## src/rtl/apu_gain_sequencer_pkg.sv

```systemverilog
// rtl/apu_gain_sequencer_pkg.sv - shared APU constants, FSM states and gain table
package apu_gain_sequencer_pkg;

  localparam int APU_SAMPLE_W  = 24;
  localparam int APU_GAIN_W    = 10;
  localparam int APU_LEVEL_0DB = 19;
  localparam int APU_IDX_W     = 6;
  localparam int APU_PROD_W    = 33;

  typedef enum logic [2:0] {
    ST_IDLE,
    ST_MUL_L,
    ST_MUL_R,
    ST_SAT_R,
    ST_OUT
  } state_t;

  // Entries fit in 9 bits, so the 10-bit value is already the zero-extended signed operand.
  function automatic logic [APU_GAIN_W-1:0] gain_factor(input logic [4:0] level);
    case (level)
      5'd0:    return 10'd1;
      5'd1:    return 10'd2;
      5'd2:    return 10'd3;
      5'd3:    return 10'd4;
      5'd4:    return 10'd5;
      5'd5:    return 10'd6;
      5'd6:    return 10'd7;
      5'd7:    return 10'd8;
      5'd8:    return 10'd9;
      5'd9:    return 10'd10;
      5'd10:   return 10'd11;
      5'd11:   return 10'd13;
      5'd12:   return 10'd14;
      5'd13:   return 10'd16;
      5'd14:   return 10'd18;
      5'd15:   return 10'd20;
      5'd16:   return 10'd23;
      5'd17:   return 10'd25;
      5'd18:   return 10'd29;
      5'd19:   return 10'd32;
      5'd20:   return 10'd36;
      5'd21:   return 10'd40;
      5'd22:   return 10'd45;
      5'd23:   return 10'd51;
      5'd24:   return 10'd57;
      5'd25:   return 10'd64;
      5'd26:   return 10'd72;
      5'd27:   return 10'd80;
      5'd28:   return 10'd90;
      5'd29:   return 10'd101;
      5'd30:   return 10'd114;
      default: return 10'd127;
    endcase
  endfunction

  function automatic logic [APU_GAIN_W-1:0] idx_factor(input logic [APU_IDX_W-1:0] idx);
    if (idx == '0) return '0;
    return gain_factor(5'(idx - 6'd1));
  endfunction

endpackage

```

## src/rtl/apu_gain_sequencer_if.sv

```systemverilog
// rtl/apu_gain_sequencer_if.sv - stereo sample pair in/out bus
interface apu_gain_sequencer_if;
  import apu_gain_sequencer_pkg::*;

  logic [APU_SAMPLE_W-1:0] src_left;
  logic [APU_SAMPLE_W-1:0] src_right;
  logic                    src_valid;
  logic [APU_SAMPLE_W-1:0] dst_left;
  logic [APU_SAMPLE_W-1:0] dst_right;
  logic                    dst_valid;

  modport master (
    output src_left, src_right, src_valid,
    input  dst_left, dst_right, dst_valid
  );

  modport slave (
    input  src_left, src_right, src_valid,
    output dst_left, dst_right, dst_valid
  );

endinterface

```

## src/rtl/apu_sat_shift.sv

```systemverilog
// rtl/apu_sat_shift.sv - 33-bit product to 24-bit sample: drop 5 fraction bits, saturate
module apu_sat_shift
  import apu_gain_sequencer_pkg::*;
(
  input  logic [APU_PROD_W-1:0]   product,
  output logic [APU_SAMPLE_W-1:0] result
);

  logic [4:0] top;

  always_comb begin
    top = product[32:28];
    if ((&top) || !(|top)) begin
      result = product[28:5];
    end else if (product[32]) begin
      result = 24'h800000;
    end else begin
      result = 24'h7FFFFF;
    end
  end

endmodule

```

## src/rtl/apu_gain_sequencer.sv

```systemverilog
// rtl/apu_gain_sequencer.sv - ramped gain stage sharing one multiplier between L and R
module apu_gain_sequencer
  import apu_gain_sequencer_pkg::*;
#(
  parameter int RAMP_DIV = 48
) (
  input  logic                clk,
  input  logic                rst,
  input  logic [4:0]          target_level,
  input  logic                mute,
  apu_gain_sequencer_if.slave pdata,
  output logic                busy,
  output logic                muted,
  output logic                overrun
);

  localparam logic [7:0] RAMP_LAST = 8'(RAMP_DIV - 1);

  state_t                         state;
  state_t                         next_state;
  logic signed [APU_SAMPLE_W-1:0] left_q;
  logic signed [APU_SAMPLE_W-1:0] right_q;
  logic signed [APU_SAMPLE_W-1:0] mul_s;
  logic signed [APU_GAIN_W-1:0]   factor_q;
  logic signed [APU_PROD_W-1:0]   product;
  logic signed [APU_PROD_W-1:0]   mul_p;
  logic [APU_SAMPLE_W-1:0]        sat_res;
  logic [APU_IDX_W-1:0]           cur_idx;
  logic [APU_IDX_W-1:0]           tgt_idx;
  logic [7:0]                     ramp_cnt;

  assign tgt_idx = mute ? '0 : APU_IDX_W'(target_level) + 6'd1;
  assign mul_p   = APU_PROD_W'(factor_q) * APU_PROD_W'(mul_s);

  // One product register feeds the single saturator: left in MUL_R, right in SAT_R.
  apu_sat_shift u_sat (
    .product (product),
    .result  (sat_res)
  );

  always_ff @(posedge clk or posedge rst) begin
    if (rst) state <= ST_IDLE;
    else     state <= next_state;
  end

  always_comb begin
    next_state = state;
    case (state)
      ST_IDLE:  if (pdata.src_valid) next_state = ST_MUL_L;
      ST_MUL_L: next_state = ST_MUL_R;
      ST_MUL_R: next_state = ST_SAT_R;
      ST_SAT_R: next_state = ST_OUT;
      ST_OUT:   next_state = ST_IDLE;
      default:  next_state = ST_IDLE;
    endcase
  end

  always_comb begin
    busy  = (state != ST_IDLE);
    mul_s = (state == ST_MUL_L) ? left_q : right_q;
  end

  always_ff @(posedge clk or posedge rst) begin
    if (rst) begin
      left_q          <= '0;
      right_q         <= '0;
      factor_q        <= '0;
      product         <= '0;
      cur_idx         <= '0;
      ramp_cnt        <= '0;
      muted           <= 1'b1;
      overrun         <= 1'b0;
      pdata.dst_left  <= '0;
      pdata.dst_right <= '0;
      pdata.dst_valid <= 1'b0;
    end else begin
      muted <= (cur_idx == '0);
      if (pdata.src_valid && state != ST_IDLE) overrun <= 1'b1;
      case (state)
        ST_IDLE: begin
          if (pdata.src_valid) begin
            left_q   <= pdata.src_left;
            right_q  <= pdata.src_right;
            factor_q <= idx_factor(cur_idx);
          end
        end
        ST_MUL_L: product <= mul_p;
        ST_MUL_R: begin
          product        <= mul_p;
          pdata.dst_left <= sat_res;
        end
        ST_SAT_R: begin
          pdata.dst_right <= sat_res;
          pdata.dst_valid <= 1'b1;
        end
        ST_OUT: begin
          pdata.dst_valid <= 1'b0;
          // Direction is re-evaluated every pair, so a new target mid-ramp reverses cleanly.
          if (cur_idx == tgt_idx) begin
            ramp_cnt <= '0;
          end else if (ramp_cnt == RAMP_LAST) begin
            cur_idx  <= (tgt_idx > cur_idx) ? cur_idx + 6'd1 : cur_idx - 6'd1;
            ramp_cnt <= '0;
          end else begin
            ramp_cnt <= ramp_cnt + 8'd1;
          end
        end
        default: ;
      endcase
    end
  end

endmodule

```

## src/flat_wrapper.sv

```systemverilog
// flat-port wrapper written by rule: the top's interface ports become plain ports
module apu_gain_sequencer_flat import apu_gain_sequencer_pkg::*;
#(
  parameter int RAMP_DIV = 48
)
  (clk, rst, target_level, mute, busy, muted, overrun, pdata_src_left, pdata_src_right, pdata_src_valid, pdata_dst_left, pdata_dst_right, pdata_dst_valid);
  apu_gain_sequencer_if pdata_i ();
  input  logic clk;
  input  logic rst;
  input  logic [4:0] target_level;
  input  logic mute;
  output logic busy;
  output logic muted;
  output logic overrun;
  input wire logic [$bits(pdata_i.src_left)-1:0] pdata_src_left;
  input wire logic [$bits(pdata_i.src_right)-1:0] pdata_src_right;
  input wire logic [$bits(pdata_i.src_valid)-1:0] pdata_src_valid;
  output wire logic [$bits(pdata_i.dst_left)-1:0] pdata_dst_left;
  output wire logic [$bits(pdata_i.dst_right)-1:0] pdata_dst_right;
  output wire logic [$bits(pdata_i.dst_valid)-1:0] pdata_dst_valid;
  assign pdata_i.src_left = pdata_src_left;
  assign pdata_i.src_right = pdata_src_right;
  assign pdata_i.src_valid = pdata_src_valid;
  assign pdata_dst_left = pdata_i.dst_left;
  assign pdata_dst_right = pdata_i.dst_right;
  assign pdata_dst_valid = pdata_i.dst_valid;
  apu_gain_sequencer #(.RAMP_DIV(RAMP_DIV)) u_core (.clk(clk), .rst(rst), .target_level(target_level), .mute(mute), .pdata(pdata_i), .busy(busy), .muted(muted), .overrun(overrun));
endmodule
```

## config.mk

```make
export PLATFORM = sky130hd
export DESIGN_NAME = apu_gain_sequencer_flat
export DESIGN_NICKNAME = d
export VERILOG_FILES = /design/src/rtl/apu_gain_sequencer_pkg.sv /design/src/rtl/apu_gain_sequencer_if.sv /design/src/rtl/apu_sat_shift.sv /design/src/rtl/apu_gain_sequencer.sv /design/src/flat_wrapper.sv
export SDC_FILE = /design/constraint.sdc
export NUM_CORES = 1
export LEC_CHECK = 0
export BUFFER_PORTS_ARGS = -buffer_cell sky130_fd_sc_hd__buf_2
export CORE_MARGIN = 3
export CORE_UTILIZATION = 50
export DETAILED_ROUTE_END_ITERATION = 6
export PLACE_DENSITY_LB_ADDON = 0.12
export RECOVER_POWER = 100
export SYNTH_ARGS = -nofsm -noshare
export SYNTH_HDL_FRONTEND = slang
export SYNTH_SLANG_ARGS = --single-unit
```

## constraint.sdc

```tcl
create_clock -name clk -period 8 [get_ports clk]
set_clock_uncertainty 0.05 [all_clocks]
set_input_delay 0.8 -clock clk [delete_from_list [all_inputs] [get_ports clk]]
set_output_delay 0.8 -clock clk [all_outputs]
set_load 0.1 [all_outputs]
```

== Word-level counts from Yosys, hierarchy flattened ==
Memory sizes are Yosys's and may differ from the RTL's.
Cells that the tools add are included.
W data, S select, Z words.

* Bitwise operators: 1
* $add $sub $neg: 4
* Reductions and logical operators: 12
* $mul: 1
* Magnitude comparators: 1
* Equality and inequality tests: 7
* Multiplexer cells: 15

{| class="wikitable"
|+ Operators with widths
! operator !! count
|-
| $mux W24 || 3
|-
| $mul A10 B24 Y33 || 1
|-
| $mux W10 || 2
|-
| $mux W8 || 2
|-
| $mux W6 || 2
|-
| $pmux W3 S4 || 1
|-
| $add A8 B1 Y8 const B || 1
|-
| $eq A8 B6 Y1 const B || 1
|-
| $add A5 B1 Y6 const B || 1
|-
| $add A6 B1 Y6 const B || 1
|-
| $eq A3 B2 Y1 const B || 2
|-
| $eq A6 B6 Y1 || 1
|-
| $gt A6 B6 Y1 || 1
|-
| $logic_not A6 Y1 || 1
|-
| $sub A6 B1 Y6 const B || 1
|-
| $reduce_and A5 Y1 || 1
|-
| $reduce_or A5 Y1 || 1
|-
| $eq A3 B1 Y1 const B || 1
|-
| $eq A3 B3 Y1 const B || 1
|-
| $logic_not A3 Y1 || 1
|-
| $mux W1 || 3
|-
| $mux W3 || 1
|-
| $reduce_and A3 Y1 || 1
|-
| $reduce_bool A3 Y1 || 1
|-
| other kinds (9) || 9
|}

* Output and inout bits: 52
* Memories: 1
* Logic and storage cells: 54
* Bits in read-only memories: 224
* Bits in registers: 159

{| class="wikitable"
|+ Memory list
! name !! depth !! width !! rd ports !! clocked after Yosys merged registers in !! wr ports !! line !! source
|-
| (name not given) || 32 || 7 || 1 || 0 || 0 || apu_gain_sequencer_pkg.sv:20 || <nowiki>case (level)</nowiki>
|}

== Longest topological paths before layout ==
* Depth after elaboration: 5
* Depth in mapped cells: 23

== Hierarchy ==
A second synthesis with hierarchy kept.

* Cells, all modules: 1,533
* Area total of the unflattened synthesis: 13,779.5 µm²

{| class="wikitable"
|+ By module, submodules not included
! module !! instances !! area an instance (µm²) !! cells each
|-
| apu_gain_sequencer || 1 || 13,112.6 || 1,446
|-
| apu_sat_shift || 1 || 666.9 || 87
|}

== Worst setup path after synthesis ==
OpenSTA, ideal clock, no wires.

* Path kind: reg-to-reg
* Start: register u_core.state[2]
* End: register u_core.product[26]
* Buffers on the path: 3
* Required time: 7,864 ps
* Cell stages (with the launch flop): 23
* Arrival: 5,949 ps
* Setup slack: 1,915 ps
* Path through: dfrtp_1 > buf_2 > nor3b_4 > clkbuf_1 > mux2_2 > and2_1 > fa_1 > fa_1 > ha_1 > fa_1 > inv_1 > fa_1 > inv_1 > ha_1 > clkbuf_1 > a21o_1 > a31o_2 > a221o_1 > a21oi_1 > a21oi_1 > o21a_1 > o211a_1 > nor3_1

* Longest elaborated chain between the ends: 3
* Elaborated cells on any way between the ends: 5

{| class="wikitable"
|+ Ends and longest elaborated chain
! element !! line !! source
|-
| from (decl) || apu_gain_sequencer.sv:19 || <nowiki>state_t state;</nowiki>
|-
| from (signal assigned) || apu_gain_sequencer.sv:43 || <nowiki>else state <= next_state;</nowiki>
|-
| $eq A3 B1 Y1 || apu_gain_sequencer.sv:60, apu_gain_sequencer.sv:79 ||
|-
| $mux W24 || apu_gain_sequencer.sv:60 || <nowiki>mul_s = (state == ST_MUL_L) ? left_q : right_q;</nowiki>
|-
| $mul A10 B24 Y33 || apu_gain_sequencer.sv:33 || <nowiki>assign mul_p = APU_PROD_W'(factor_q) * APU_PROD_W'(mul_s);</nowiki>
|-
| to (signal assigned) || apu_gain_sequencer.sv:87 || <nowiki>ST_MUL_L: product <= mul_p;</nowiki>
|-
| to (signal assigned) || apu_gain_sequencer.sv:89 || <nowiki>product <= mul_p;</nowiki>
|-
| to (decl) || apu_gain_sequencer.sv:25 || <nowiki>logic signed [APU_PROD_W-1:0] product;</nowiki>
|}

Several ways; a longest one is shown, not always the timed one.
A chain may end at the register's enable or synchronous reset.

== Final worst setup path ==
* Start: register u_core.state[1]
* End: register u_core.product[28]

The elaborated chain is that of the path after synthesis.

==> metrics.md <==
| Metric | Value |
|---|---|
| PD cells | approximately 400 nW/um^2 |
| Status | finished, violations left |
| GP Congestion | slightly above 0.8 |
| H-tree depth | 4 |
| Number of synthesized flops with an enable pin | 0 |
| Iter 0 DRT Violations | around 550 |
| Fmax | between 0.15 and 0.2 GHz |
| Post-route cell area | ~14,000 sq um |
| Logic gate share of total power | 0.612 |
| CTS root buf | clkbuf_16 |
| # resized after CTS | 0 |
| Gr usage total | 0.208 |
| Critical path startpoint category | register |
| Num CTS Buffers | 17 |
| Hold depth | 1 |
| Worst-case reg-to-reg path depth | 20 |
| Multi-input gate area | about 8000 sq um |
| Synthesis-stage register bit count | between 150 and 200 |
| Clock Latency Late Sink | around 0.42 ns |
| Port Buffers | between 100 and 150 |
| I/O pin total | 109 |
| RSZ-0062 raised after global routing | false |
| Syn_area_per_cell | between 8 and 9 sq um |
| First-pass GRT wire length | about 46,000 microns |
| Fraction of layout cells with a size suffix above 1 | 0.0816 |
| Largest net degree at the start of global routing | 84 |
| Number of max-cap violations | 5 |
| Total die area | approximately 27,000 sq um |
| Detailed Routing Iterations Pass 1 | 7 |
| CTS tree | yes |
| Max clock buf depth | 2 |
| Worst setup EP type | register |
| CP Data Required Time | around 8 ns |
| Final HPWL DP | around 20,000 microns |
| Register area | roughly 3800 sq um |
| Crit Path Category | register to register |
| R2R setup slack | ~1.6 ns |
| Final hold slack | 0.406 ns |
| Failing checks | max-capacitance violations, max-slew violations |
| Num rows | 57 |
| Net Count, Synth | about 1,700 |
| Fin crit period | about 6.4 ns |
| Via count | 9,518 |
| DRC errors left | 0 |
| Synth unique cells | 61 |
| Sequential fraction of the synthesis area | 0.299 |
| P_sw | around 3.1 mW |
| Top_reg_cell synth | dfrtp_1 |
| Antenna diodes | 0 |
| Ranking of synthesized cells by area | dfrtp_1 30%, fa_1 20%, nand2_1 9.4% |
| Core Area | around 25,000 sq um |
| Initial Util | 0.514 |
| Hold endpoint | u_core.overrun |
| Cells after Synth | 1,434 |
| Max Slew Vio Count | between 300 and 400 |
| Fin crit share | 0.802 |
| Internal | ~2.5 mW |
| Switching share of power | 0.550 |
| Ys async rst share | 1.00 |
| Pwr Total | 5.55 mW |
| Nets | ~1,800 |
| Seq pwr share | 0.242 |
| CTS sink count | around 150 |
| Setup violators final | 0 |
| Initial antenna violation count | 0 |
| Clock power share | 0.146 |
| Post-CTS setup buffers | 0 |
| Arr. time, crit path | between 6 and 7 ns |
| Synth-to-Final Area Change | 10.2% |
| Die height | approximately 170 microns |
| Clk pin slew, worst setup/hold paths | 0.07 ns |
| Vias/cell | 5.16 |
| Fin. Hold Viols | 0 |
| YS warnings | 0 |
| Hold_sp | u_core.overrun |
| VDD IR max | roughly 0.38 mV |
| Mapped Area | 12,600 sq um |
| Number of nets with antenna violations after routing | 0 |
| Setup TNS | 0 ns |
| Dpl cell area | between 10,000 and 15,000 sq um |
| Synth top area share | 0.297 |
| Average wire per standard cell | between 10 and 15 microns |
| Reg2reg end | u_core.product[28] |
| Fillers | between 2,000 and 2,500 |
| Die width | between 150 and 200 microns |
| Leak Pwr | 7.24 nW |
| Crit-path max FO | 26 |
| Vias in the first global route | ~9,400 |
| GR Overflow Total | 0 |
| Worst min path class | register to register |
| Slew at the pin closest to its max-slew limit | ~3.6 ns |
| Worst r2r src | u_core.state[1] |
| Max-slew headroom | -1.41 |
| Synth area leader | dfrtp_1 |
| CTS Hold Bufs | 0 |
| Final Util | 0.566 |
| Routed Wire Length | 26,900 microns |
-- worst max path at each step --
stage	from	endpoint	slack [ns]
2_1_floorplan	u_core.state[2]	u_core.product[26]	1.91
3_3_place_gp	u_core.state[2]	u_core.product[28]	1.76
3_5_place_dp	u_core.state[2]	u_core.product[28]	1.60
6_report	u_core.state[1]	u_core.product[28]	1.59
4_1_cts	u_core.state[2]	u_core.product[28]	1.56
5_1_grt	rst	u_core.left_q[14]	0.86
-- routing by layer --
layer  share of wire  global-route usage  vias to the layer above
met2            0.41               0.302                      189
met5               0                   0                        -
met1            0.54               0.333                     4587
met3           0.041              0.0276                       14
li1                -                   -                     4728
met4          0.0082              0.0396                        0
-- power groups by stage --
stage                     sequential, mW  clock, mW  combinational (mW)
final                               1.35      0.811                3.40
after global routing                1.39      0.857                3.81
after CTS                           1.34      0.828                3.45
after detailed placement            1.35          0                3.43
after global placement              1.34          0                3.39
after floorplan                     2.09          0                1.97
-- state kept, by name (all words and copies together), names as in the netlist --
| register | cells |
|---|---|
| u_core.cur_idx | 6 |
| u_core.factor_q | 7 |
| u_core.left_q | 24 |
| u_core.muted | 1 |
| u_core.overrun | 1 |
| u_core.pdata.dst_left | 24 |
| u_core.pdata.dst_right | 24 |
| u_core.pdata.dst_valid | 1 |
| u_core.product | 28 |
| u_core.ramp_cnt | 8 |
| u_core.right_q | 24 |
| u_core.state | 3 |
-- Yosys cell counts (19+ instances only) --
master    number
nand2_1      317
inv_1        180
dfrtp_1      150
fa_1         126
a21oi_1       96
ha_1          80
nor2_1        66
o21ai_0       60
clkbuf_1      59
and2_1        50
mux2_2        23
nor2b_1       23
nand3_1       20
xor2_1        19
-- critical path: stages (launching register included) --
cell and delay, ns:
dfrtp_1 0.45, nor3b_4 0.20, buf_4 0.38, mux2i_1 0.53, nand2b_1 0.19, fa_1 0.42
inv_1 0.09, fa_1 0.42, ha_1 0.33, fa_1 0.53, inv_1 0.05, fa_1 0.53
inv_1 0.04, ha_1 0.36, nor2_1 0.06, o21ai_0 0.39, a211oi_2 0.14, nor3_1 0.51
o211a_1 0.33, o21a_1 0.13, o31ai_1 0.07
-- stage by stage --
step                      cells  setup WS [ns]
after floorplan            1434           1.91
after global placement     1811           1.76
after detailed placement   1811           1.60
after CTS                  1843           1.56
after global routing       1843          0.861
final                      1843           1.59
-- cell usage in the layout (no fill, tap or decap), types with 3 or more instances in the layout --
cell | Yosys | layout
nand2b_1 | 11 | 11
nor3b_1 | 3 | 3
o31ai_1 | 7 | 7
clkbuf_16 | 0 | 17
and3_1 | 4 | 4
and4_1 | 3 | 3
dfrtp_1 | 150 | 150
buf_2 | 2 | 56
inv_6 | 0 | 6
clkbuf_1 | 59 | 56
buf_4 | 0 | 4
mux2i_1 | 4 | 4
fa_1 | 126 | 126
o21a_1 | 9 | 9
a31oi_1 | 3 | 3
nor2b_1 | 23 | 23
inv_1 | 180 | 179
nand3b_1 | 4 | 4
and2_1 | 50 | 51
xnor2_1 | 18 | 18
o211a_1 | 7 | 7
a211oi_1 | 4 | 4
nand3_1 | 20 | 20
o211ai_1 | 4 | 4
nor2_1 | 66 | 65
mux2_2 | 23 | 23
nor3_1 | 18 | 18
ha_1 | 80 | 80
xor2_1 | 19 | 19
a21oi_1 | 96 | 96
nand2_1 | 317 | 317
a41oi_1 | 3 | 3
a21o_1 | 17 | 17
nand4_1 | 7 | 7
o21ai_0 | 60 | 61
-- cell families (layout without fill, tap and decap cells) --
group                    Yosys count  after routing  synth area share
AO/OA/AOI/OAI                    233            233             0.111
XOR/XNOR                          37             37            0.0256
buffers and inverters            244            329            0.0726
multiplexers                      28             28            0.0248
adder cells (fa/ha/maj)          206            206             0.279
flip-flops                       151            151             0.299
AND/OR/NAND/NOR                  535            535             0.188
-- layout make-up --
class                           count  area share
Inverter                          181      0.0489
Clock buffer                       18      0.0315
Timing Repair Buffer              116      0.0374
Clock inverter                     14      0.0114
Tap cell                          324      0.0291
Multi-Input combinational cell   1039       0.570
Sequential cell                   151       0.271
(Power assumes the default switching activity.)
